### config.mk
export PLATFORM = sky130hd
export DESIGN_NAME = udp_tx_arbiter
export DESIGN_NICKNAME = d
export VERILOG_FILES = /design/src/rtl/udp_pkg.sv /design/src/rtl/rr_arbiter.sv /design/src/rtl/udp_tx_arbiter.sv
export SDC_FILE = /design/constraint.sdc
export NUM_CORES = 1
export LEC_CHECK = 0
export CAP_MARGIN = 20
export CORE_AREA = 2 2 121 123
export DETAILED_ROUTE_END_ITERATION = 12
export DIE_AREA = 0 0 123 125
export PLACE_DENSITY = 0.62
export SLEW_MARGIN = 20
export SYNTH_ARGS = -nofsm -noshare
export SYNTH_HDL_FRONTEND = slang
export SYNTH_HIERARCHICAL = 1
export SYNTH_SLANG_ARGS = --single-unit
### constraint.sdc
create_clock -name i_clk -period 3.4 [get_ports i_clk]
set_input_delay 1.02 -clock i_clk [delete_from_list [all_inputs] [get_ports i_clk]]
set_output_delay 1.02 -clock i_clk [all_outputs]
set_load 0.05 [all_outputs]
### src/rtl/udp_pkg.sv
// Shared types and constants for the UDP transmit path.
package udp_pkg;

  typedef enum logic [1:0] {
    IDLE,
    HDR,
    PAYLOAD
  } udp_arb_state_t;

  localparam logic [15:0] UDP_HDR_LENGTH = 16'h8;

endpackage

### src/rtl/rr_arbiter.sv
// Combinational rotate-priority encoder: first requester after last_grant wins.
module rr_arbiter #(
  parameter int NUM_PORTS = 4,
  localparam int IDX_W = $clog2(NUM_PORTS)
) (
  input  logic [NUM_PORTS-1:0] req,
  input  logic [IDX_W-1:0]     last_grant,
  output logic [IDX_W-1:0]     grant_idx,
  output logic                 grant_any
);

  logic [NUM_PORTS-1:0] rot;

  // Rotating the doubled request vector puts last_grant+1 at bit 0.
  always_comb begin
    rot       = NUM_PORTS'({req, req} >> (int'(last_grant) + 1));
    grant_idx = '0;
    grant_any = 1'b0;
    for (int k = 0; k < NUM_PORTS; k++) begin
      if (!grant_any && rot[k]) begin
        grant_any = 1'b1;
        grant_idx = IDX_W'((int'(last_grant) + 1 + k) % NUM_PORTS);
      end
    end
  end

endmodule

### src/rtl/udp_tx_arbiter.sv
// Round-robin scheduler sharing one udp_tx encapsulator between NUM_PORTS
// requesters; the grant is held from header acceptance through payload tlast.
module udp_tx_arbiter
  import udp_pkg::*;
#(
  parameter int NUM_PORTS      = 4,
  parameter int AXI_DATA_WIDTH = 8,
  localparam int IDX_W = $clog2(NUM_PORTS)
) (
  input  logic                                i_clk,
  input  logic                                i_reset_n,
  input  logic [NUM_PORTS-1:0]                s_udp_hdr_tvalid,
  output logic [NUM_PORTS-1:0]                s_udp_hdr_trdy,
  input  logic [16*NUM_PORTS-1:0]             s_udp_src_port,
  input  logic [16*NUM_PORTS-1:0]             s_udp_dst_port,
  input  logic [16*NUM_PORTS-1:0]             s_udp_hdr_checksum,
  input  logic [AXI_DATA_WIDTH*NUM_PORTS-1:0] s_axis_tdata,
  input  logic [NUM_PORTS-1:0]                s_axis_tvalid,
  input  logic [NUM_PORTS-1:0]                s_axis_tlast,
  output logic [NUM_PORTS-1:0]                s_axis_trdy,
  output logic                                m_udp_hdr_tvalid,
  input  logic                                m_udp_hdr_trdy,
  output logic [15:0]                         m_udp_src_port,
  output logic [15:0]                         m_udp_dst_port,
  output logic [15:0]                         m_udp_hdr_checksum,
  output logic [AXI_DATA_WIDTH-1:0]           m_axis_tdata,
  output logic                                m_axis_tvalid,
  output logic                                m_axis_tlast,
  input  logic                                m_axis_trdy,
  output logic                                o_grant_valid,
  output logic [IDX_W-1:0]                    o_grant_idx,
  output logic                                o_proto_err
);

  udp_arb_state_t state;
  logic [IDX_W-1:0] grant_idx;
  logic [IDX_W-1:0] last_grant;
  logic [IDX_W-1:0] arb_idx;
  logic             arb_any;

  logic                      hdr_phase;
  logic                      pay_phase;
  logic                      sel_hdr_valid;
  logic [15:0]               sel_src;
  logic [15:0]               sel_dst;
  logic [15:0]               sel_csum;
  logic [AXI_DATA_WIDTH-1:0] sel_data;
  logic                      sel_axis_valid;
  logic                      sel_last;
  logic                      hdr_hs;
  logic                      last_beat;

  rr_arbiter #(
    .NUM_PORTS(NUM_PORTS)
  ) u_rr_arbiter (
    .req        (s_udp_hdr_tvalid),
    .last_grant (last_grant),
    .grant_idx  (arb_idx),
    .grant_any  (arb_any)
  );

  assign hdr_phase     = (state == HDR);
  assign pay_phase     = (state != IDLE);
  assign hdr_hs        = m_udp_hdr_tvalid & m_udp_hdr_trdy;
  assign last_beat     = m_axis_tvalid & m_axis_trdy & m_axis_tlast;
  assign o_grant_valid = pay_phase;
  assign o_grant_idx   = grant_idx;

  always_ff @(posedge i_clk) begin
    if (!i_reset_n) begin
      state       <= IDLE;
      grant_idx   <= '0;
      last_grant  <= IDX_W'(NUM_PORTS - 1);
      o_proto_err <= 1'b0;
    end else begin
      o_proto_err <= 1'b0;
      case (state)
        IDLE: begin
          if (arb_any) begin
            grant_idx <= arb_idx;
            state     <= HDR;
          end
        end
        HDR: begin
          // A packet ending before its header is taken is abandoned as an error.
          if (last_beat) begin
            o_proto_err <= 1'b1;
            last_grant  <= grant_idx;
            state       <= IDLE;
          end else if (hdr_hs) begin
            state <= PAYLOAD;
          end
        end
        PAYLOAD: begin
          if (last_beat) begin
            last_grant <= grant_idx;
            state      <= IDLE;
          end
        end
        default: state <= IDLE;
      endcase
    end
  end

  always_comb begin
    sel_hdr_valid  = 1'b0;
    sel_src        = '0;
    sel_dst        = '0;
    sel_csum       = '0;
    sel_data       = '0;
    sel_axis_valid = 1'b0;
    sel_last       = 1'b0;
    for (int i = 0; i < NUM_PORTS; i++) begin
      if (grant_idx == IDX_W'(i)) begin
        sel_hdr_valid  = s_udp_hdr_tvalid[i];
        sel_src        = s_udp_src_port[16*i +: 16];
        sel_dst        = s_udp_dst_port[16*i +: 16];
        sel_csum       = s_udp_hdr_checksum[16*i +: 16];
        sel_data       = s_axis_tdata[AXI_DATA_WIDTH*i +: AXI_DATA_WIDTH];
        sel_axis_valid = s_axis_tvalid[i];
        sel_last       = s_axis_tlast[i];
      end
    end
  end

  // Header fields read as zero whenever no header is being offered.
  always_comb begin
    m_udp_hdr_tvalid   = hdr_phase & sel_hdr_valid;
    m_udp_src_port     = m_udp_hdr_tvalid ? sel_src  : 16'h0;
    m_udp_dst_port     = m_udp_hdr_tvalid ? sel_dst  : 16'h0;
    m_udp_hdr_checksum = m_udp_hdr_tvalid ? sel_csum : 16'h0;
    m_axis_tvalid      = pay_phase & sel_axis_valid;
    m_axis_tdata       = pay_phase ? sel_data : '0;
    m_axis_tlast       = pay_phase & sel_last;
  end

  always_comb begin
    s_udp_hdr_trdy = '0;
    s_axis_trdy    = '0;
    for (int i = 0; i < NUM_PORTS; i++) begin
      if (grant_idx == IDX_W'(i)) begin
        s_udp_hdr_trdy[i] = hdr_phase & m_udp_hdr_trdy;
        s_axis_trdy[i]    = pay_phase & m_axis_trdy;
      end
    end
  end

endmodule

# Word level (Yosys, flattened, before mapping)

Index checks and enable logic that the tools add are counted.
W data, S select, Z words.

Register bits after elaboration: 7
Latch bits: 0
Bits in writable memories: 0
ROM bits: 0
Input bits: 240
Output and inout bits: 71
Word-level logic and storage cells: 93
Memories kept: 0

$add $sub $neg: 4
$mul: 0
Div/mod/pow operators: 0
Magnitude comparators: 0
Eq/ne operators: 8
Shift-type cells: 1
Multiplexer cells: 54
Bitwise gates (word level): 8
Reductions and logical operators: 14

Operator list:

| kind                  | count |
|---|---|
| $mux W16              | 15 |
| $mux W8               | 5 |
| $mux W1               | 25 |
| $mux W2               | 8 |
| $and A1 B1 Y1         | 8 |
| $shr A8 B3 Y4         | 1 |
| $eq A2 B2 Y1 const B  | 3 |
| $pmux W2 S3           | 1 |
| $reduce_and A2 Y1     | 3 |
| $add A2 B2 Y2 const B | 2 |
| $eq A2 B1 Y1 const B  | 2 |
| $logic_not A2 Y1      | 2 |
| $ne A2 B2 Y1 const B  | 2 |
| $add A2 B1 Y3 const B | 1 |
| $logic_and A1 B1 Y1   | 3 |
| $logic_not A1 Y1      | 3 |
| $ne A3 B1 Y1 const B  | 1 |
| $reduce_and A3 Y1     | 1 |
| $add A2 B1 Y2 const B | 1 |
| $reduce_bool A2 Y1    | 1 |
| $reduce_or A2 Y1      | 1 |

# Logic depth before layout (Yosys ltp)

Gate-level depths: netlist (run 1).

Depth in word-level cells: 14
Mapped depth: 6
Gate-level depth less buffers: 6

# By module

The synthesis (run 1) kept the hierarchy.

By module, submodules not included:

| module         | instances | cells each | area an instance (µm²) | seq. area each (µm²) |
|---|---|---|---|---|
| udp_tx_arbiter | 1         | 199        | 2,270.9                | 140.1 |
| rr_arbiter     | 1         | 14         | 91.3                   | 0.0 |

# Worst setup path after synthesis (run 1)

No wires, ideal clock.

Kind: input-to-output
From: input port s_udp_hdr_tvalid[3]
To: output port m_udp_dst_port[11]
Arrival: 2,193 ps
Slack: 187 ps
Stages on the path: 4
Path buffers: 2
Cell sequence: mux4_2 > clkbuf_1 > buf_2 > and3_1

Longest elaborated chain between the ends: 3

RTL lines:

| element         | line                  | RTL |
|---|---|---|
| start, declared | udp_tx_arbiter.sv:12  | `input logic [NUM_PORTS-1:0] s_udp_hdr_tvalid,` |
| $mux W1         | udp_tx_arbiter.sv:114 | `if (grant_idx == IDX_W'(i)) begin` |
| $and A1 B1 Y1   | udp_tx_arbiter.sv:128 | `m_udp_hdr_tvalid = hdr_phase & sel_hdr_valid;` |
| $mux W16        | udp_tx_arbiter.sv:130 | `m_udp_dst_port = m_udp_hdr_tvalid ? sel_dst : 16'h0;` |
| end, declared   | udp_tx_arbiter.sv:24  | `output logic [15:0] m_udp_dst_port,` |

No other way between the ends.

# Final worst setup path (run 1)

From: input port s_udp_hdr_tvalid[3]
To: output port m_udp_dst_port[5]

The elaborated chain is that of the path after synthesis.

==> metrics.md, run 1 <==
| Metric | Value |
|---|---|
| Peak supply drop | 0.2375 mV |
| # DRC | 0 |
| Sw Ratio | between 40% and 50% |
| Global route overflow | 0 |
| Met2 wire len | 8025 microns |
| Core Box Area | roughly 14000 sq um |
| Hold Path Class | reg2reg |
| WP data required | about 2.4 ns |
| P_int | ~1.5 mW |
| Period utilization | about 99% |
| Initial DRT Pass Iterations | 4 |
| Via count | approximately 3300 |
| Status | finished clean |
| Worst slew pin tran | roughly 0.53 ns |
| WL met1 | about 5000 microns |
| CTS tree | done |
| Clock network fraction of total power | under 10% |
| Crit path time final | 3.363 ns |
| First-pass GRT wire length | roughly 21000 microns |
| Clock insertion delay at the later pin of the skew report | roughly 0.24 ns |
| Post-route worst setup slack | approximately 0.037 ns |
| Switching pwr | roughly 1.4 mW |
| Max Root-Sink Buffers | 2 |
| Sequential Power Share | roughly 4.8% |
| Inserted Diodes | 0 |
| Number of synthesized register bits | 7 |
| Delay-heaviest family, CP | buffers and inverters |
| Max Fclk | slightly below 300 MHz |
| FP Rows | 44 |
| Number of global-route vias before repair | between 3000 and 4000 |
| Post-Route WL | ~14000 microns |
| Gate power share | between 80% and 90% |
| Met3 WL | roughly 1200 microns |
| Area contributors post-synth | mux4_2 55%, and3_1 13%, dfxtp_1 5.9%, and2_1 2.6%, ha_1 2.1% |
| Final std cells w/o fill | 705 |
| Post-synth top area cell | mux4_2 |
| I/O pins | ~310 |
| Ys Warns | 6 |
| Gpl congestion | between 0.8 and 0.9 |
| Seq/Total Area, Yosys | 5.932% |
| Die Wd | 123 microns |
| Clock slew at reported path FFs | 0.04 ns |
| WL/cell | approximately 20 microns |
| Detail Route Antenna Nets | 0 |
| Cts bufs inserted | 3 |
| Post-placement setup slack | -0.1978 ns |
| Crit path launch | s_udp_hdr_tvalid[3] |
| DR iter-0 viols | 96 |
| Clock root buffer | clkbuf_16 |
| CTS Sinks | 7 |
| Hold Crit Start | state[0]$_SDFFE_PN0P_ |
| Final Slew Violations | 0 |
| Die area | between 15000 and 20000 sq um |
| Post-Syn Area | between 2000 and 2500 sq um |
| Nets | 766 |
| Slew margin rel. | 64.23% |
| TNS Setup | 0 ns |
| Max cap viols | 0 |
| Share of cells above drive strength 1 | a little over a third |
| Netlist cell types | 32 |
| Vias/cell | between 4 and 5 |
| Area Overhead vs Synth | 179.5% |
| Buffers & Inverters on Critical Path | 3 |
| Placed insts | approximately 700 |
| CP arrival | roughly 2.3 ns |
| Final setup fails | 0 |
| Sequence of cells on the critical path | buf_6 > mux4_2 > bufbuf_16 > and3_1 > buf_12 |
| Fin. Hold Viols | 0 |
| Cell count after synthesis | between 200 and 250 |
| R2R Path Start | o_grant_idx[0]$_SDFFE_PN0P_ |
| Crit Path Category | in2out |
| CP Launch Type | input pin |
| Post-route clock skew | approximately 0.003 ns |
| RSZ-0062 raised after global routing | no |
| Input/output buffers | 310 |
| Uppermost routed layer | met4 |
| Die H | 125 microns |
| Placed wire-length estimate | about 12000 microns |
| Post-synth top area share | a little under three fifths |
| All-Layer GR Usage | between 10% and 20% |
| CP max stage cell | mux4_2 |
| Finished Core Util | between 40% and 50% |
| Syn Area/Cell | around 11 sq um |
| CP peak stage delay | 0.55 ns |
| Final hold slack | ~0.53 ns |
| Setup crit end kind | primary output |
| Power Density | between 400 and 500 nW/um^2 |
| Initial antenna violation count | 0 |
| Starting density of the core | ~17% |
| CP Max Fanout | 17 |
| H-tree Lvls | 1 |
| Syn_nets | 457 |
| Total of fill cells in the finished design | approximately 1300 |
| Largest net degree at the start of global routing | 36 |
| Leakage power | around 2.5 nW |
area by class of cell:
cell class / instances / area (sq um) / share of cell area [%]
tap: 184 / 230.2 / 3.487
inverter: 5 / 18.77 / 0.2843
sequential: 7 / 145.1 / 2.198
timing repair buffer: 329 / 3934 / 59.58
clock buffer: 4 / 78.83 / 1.194
multi-input combinational: 176 / 2196 / 33.26
final timing paths:
| check | end | slack, ns | cells after the start |
|---|---|---|---|
| min | state[0]$_SDFFE_PN0P_ | 0.53 | 2 |
| max reg2reg | state[0]$_SDFFE_PN0P_ | 1.21 | 6 |
| min reg2reg | state[0]$_SDFFE_PN0P_ | 0.53 | 2 |
| max | m_udp_dst_port[5] | 0.04 | 5 |
repair_timing:
item,in CTS,in global routing
endpoints found under the setup margin,49,47
cloned,2,1
buffers inserted,1,0
hold buffers,0,0
gates resized for setup,20,26
pin swaps,1,0
stage by stage:
| step | total power [mW] | cell area (sq um) |
|---|---|---|
| global route | 3.044 | 6603 |
| CTS | 2.852 | 6451 |
| floorplan | 1.448 | 2362 |
| finish | 2.898 | 6603 |
| detailed placement | 2.560 | 6297 |
| global placement | 2.538 | 6297 |
cell usage after synthesis:
| master | count |
|---|---|
| mux4_2 | 58 |
| and3_1 | 49 |
| clkbuf_1 | 11 |
| nand2_1 | 11 |
| and2_1 | 10 |
| nor2_1 | 10 |
| dfxtp_1 | 7 |
| nand3_1 | 6 |
| buf_1 | 5 |
| buf_4 | 5 |
| inv_1 | 5 |
| nand2b_1 | 5 |
| ha_1 | 4 |
| a21boi_0 | 3 |
| buf_2 | 3 |
| nor3_1 | 3 |
| a21oi_1 | 2 |
| a31oi_1 | 2 |
| a21boi_2 | 1 |
| a21oi_2 | 1 |
| and2b_1 | 1 |
| and3_4 | 1 |
| buf_6 | 1 |
| mux2i_1 | 1 |
| mux4_1 | 1 |
| nand4_1 | 1 |
| nor2b_1 | 1 |
| o211ai_1 | 1 |
| o21ba_4 | 1 |
| o221a_1 | 1 |
| o221ai_2 | 1 |
| o32ai_2 | 1 |
kinds of logic after synthesis:
| logic type | share of synthesized area (%) |
|---|---|
| compound gates | 5.562 |
| fa+ha+maj | 2.119 |
| buf+inv | 6.038 |
| flops | 5.932 |
| mux | 56.83 |
| simple gates | 23.52 |
flip-flops by register name, summed over array words and instances (netlist names):
signal and count:
last_grant 2, o_grant_idx 2, o_proto_err 1, state 2
cell usage in the layout, fill, tap and decap left out, drive strengths merged, types with 2 or more instances in the layout:
master,count
and3,50
nor2,10
mux4,59
a21boi,4
a21oi,3
nand3,6
clkdlybuf4s50,239
and2,10
clkbuf,5
nand2b,5
dfxtp,7
ha,4
nand2,11
nor3,3
inv,5
buf,88
a31oi,2
worst reg2reg max path: stages, from the launching register on:
cell and delay (ns):
dfxtp_4 0.57, mux4_2 0.65, buf_12 0.19, clkbuf_16 0.16
a21boi_2 0.17, nor3_1 0.09, o32ai_2 0.27
power groups by stage:
stage	Combinational, mW	Clock, mW	Sequential, mW
after CTS	2.50	0.212	0.139
after detailed placement	2.42	0	0.141
after global routing	2.68	0.217	0.145
after global placement	2.40	0	0.139
final	2.55	0.209	0.138
after floorplan	1.32	0	0.128
routing by layer:
| layer | vias up | GRT usage [%] |
|---|---|---|
| li1 | 1493 | - |
| met1 | 1641 | 18.74 |
| met2 | 189 | 35.29 |
| met3 | 19 | 4.060 |
| met4 | 0 | 4.211 |
| met5 | - | 0 |
Power figures use the tool's default switching activity.
==> inputs of run 2 (changes only) <==
--- a/config.mk
+++ b/config.mk
@@ -7,6 +7,7 @@
 export LEC_CHECK = 0
 export CAP_MARGIN = 20
 export CORE_AREA = 2 2 121 123
+export CTS_CLUSTER_SIZE = 40
 export DETAILED_ROUTE_END_ITERATION = 12
 export DIE_AREA = 0 0 123 125
 export PLACE_DENSITY = 0.62
==> results of run 2 <==
Final layout, timing and power as in run 1 (identical DEF).
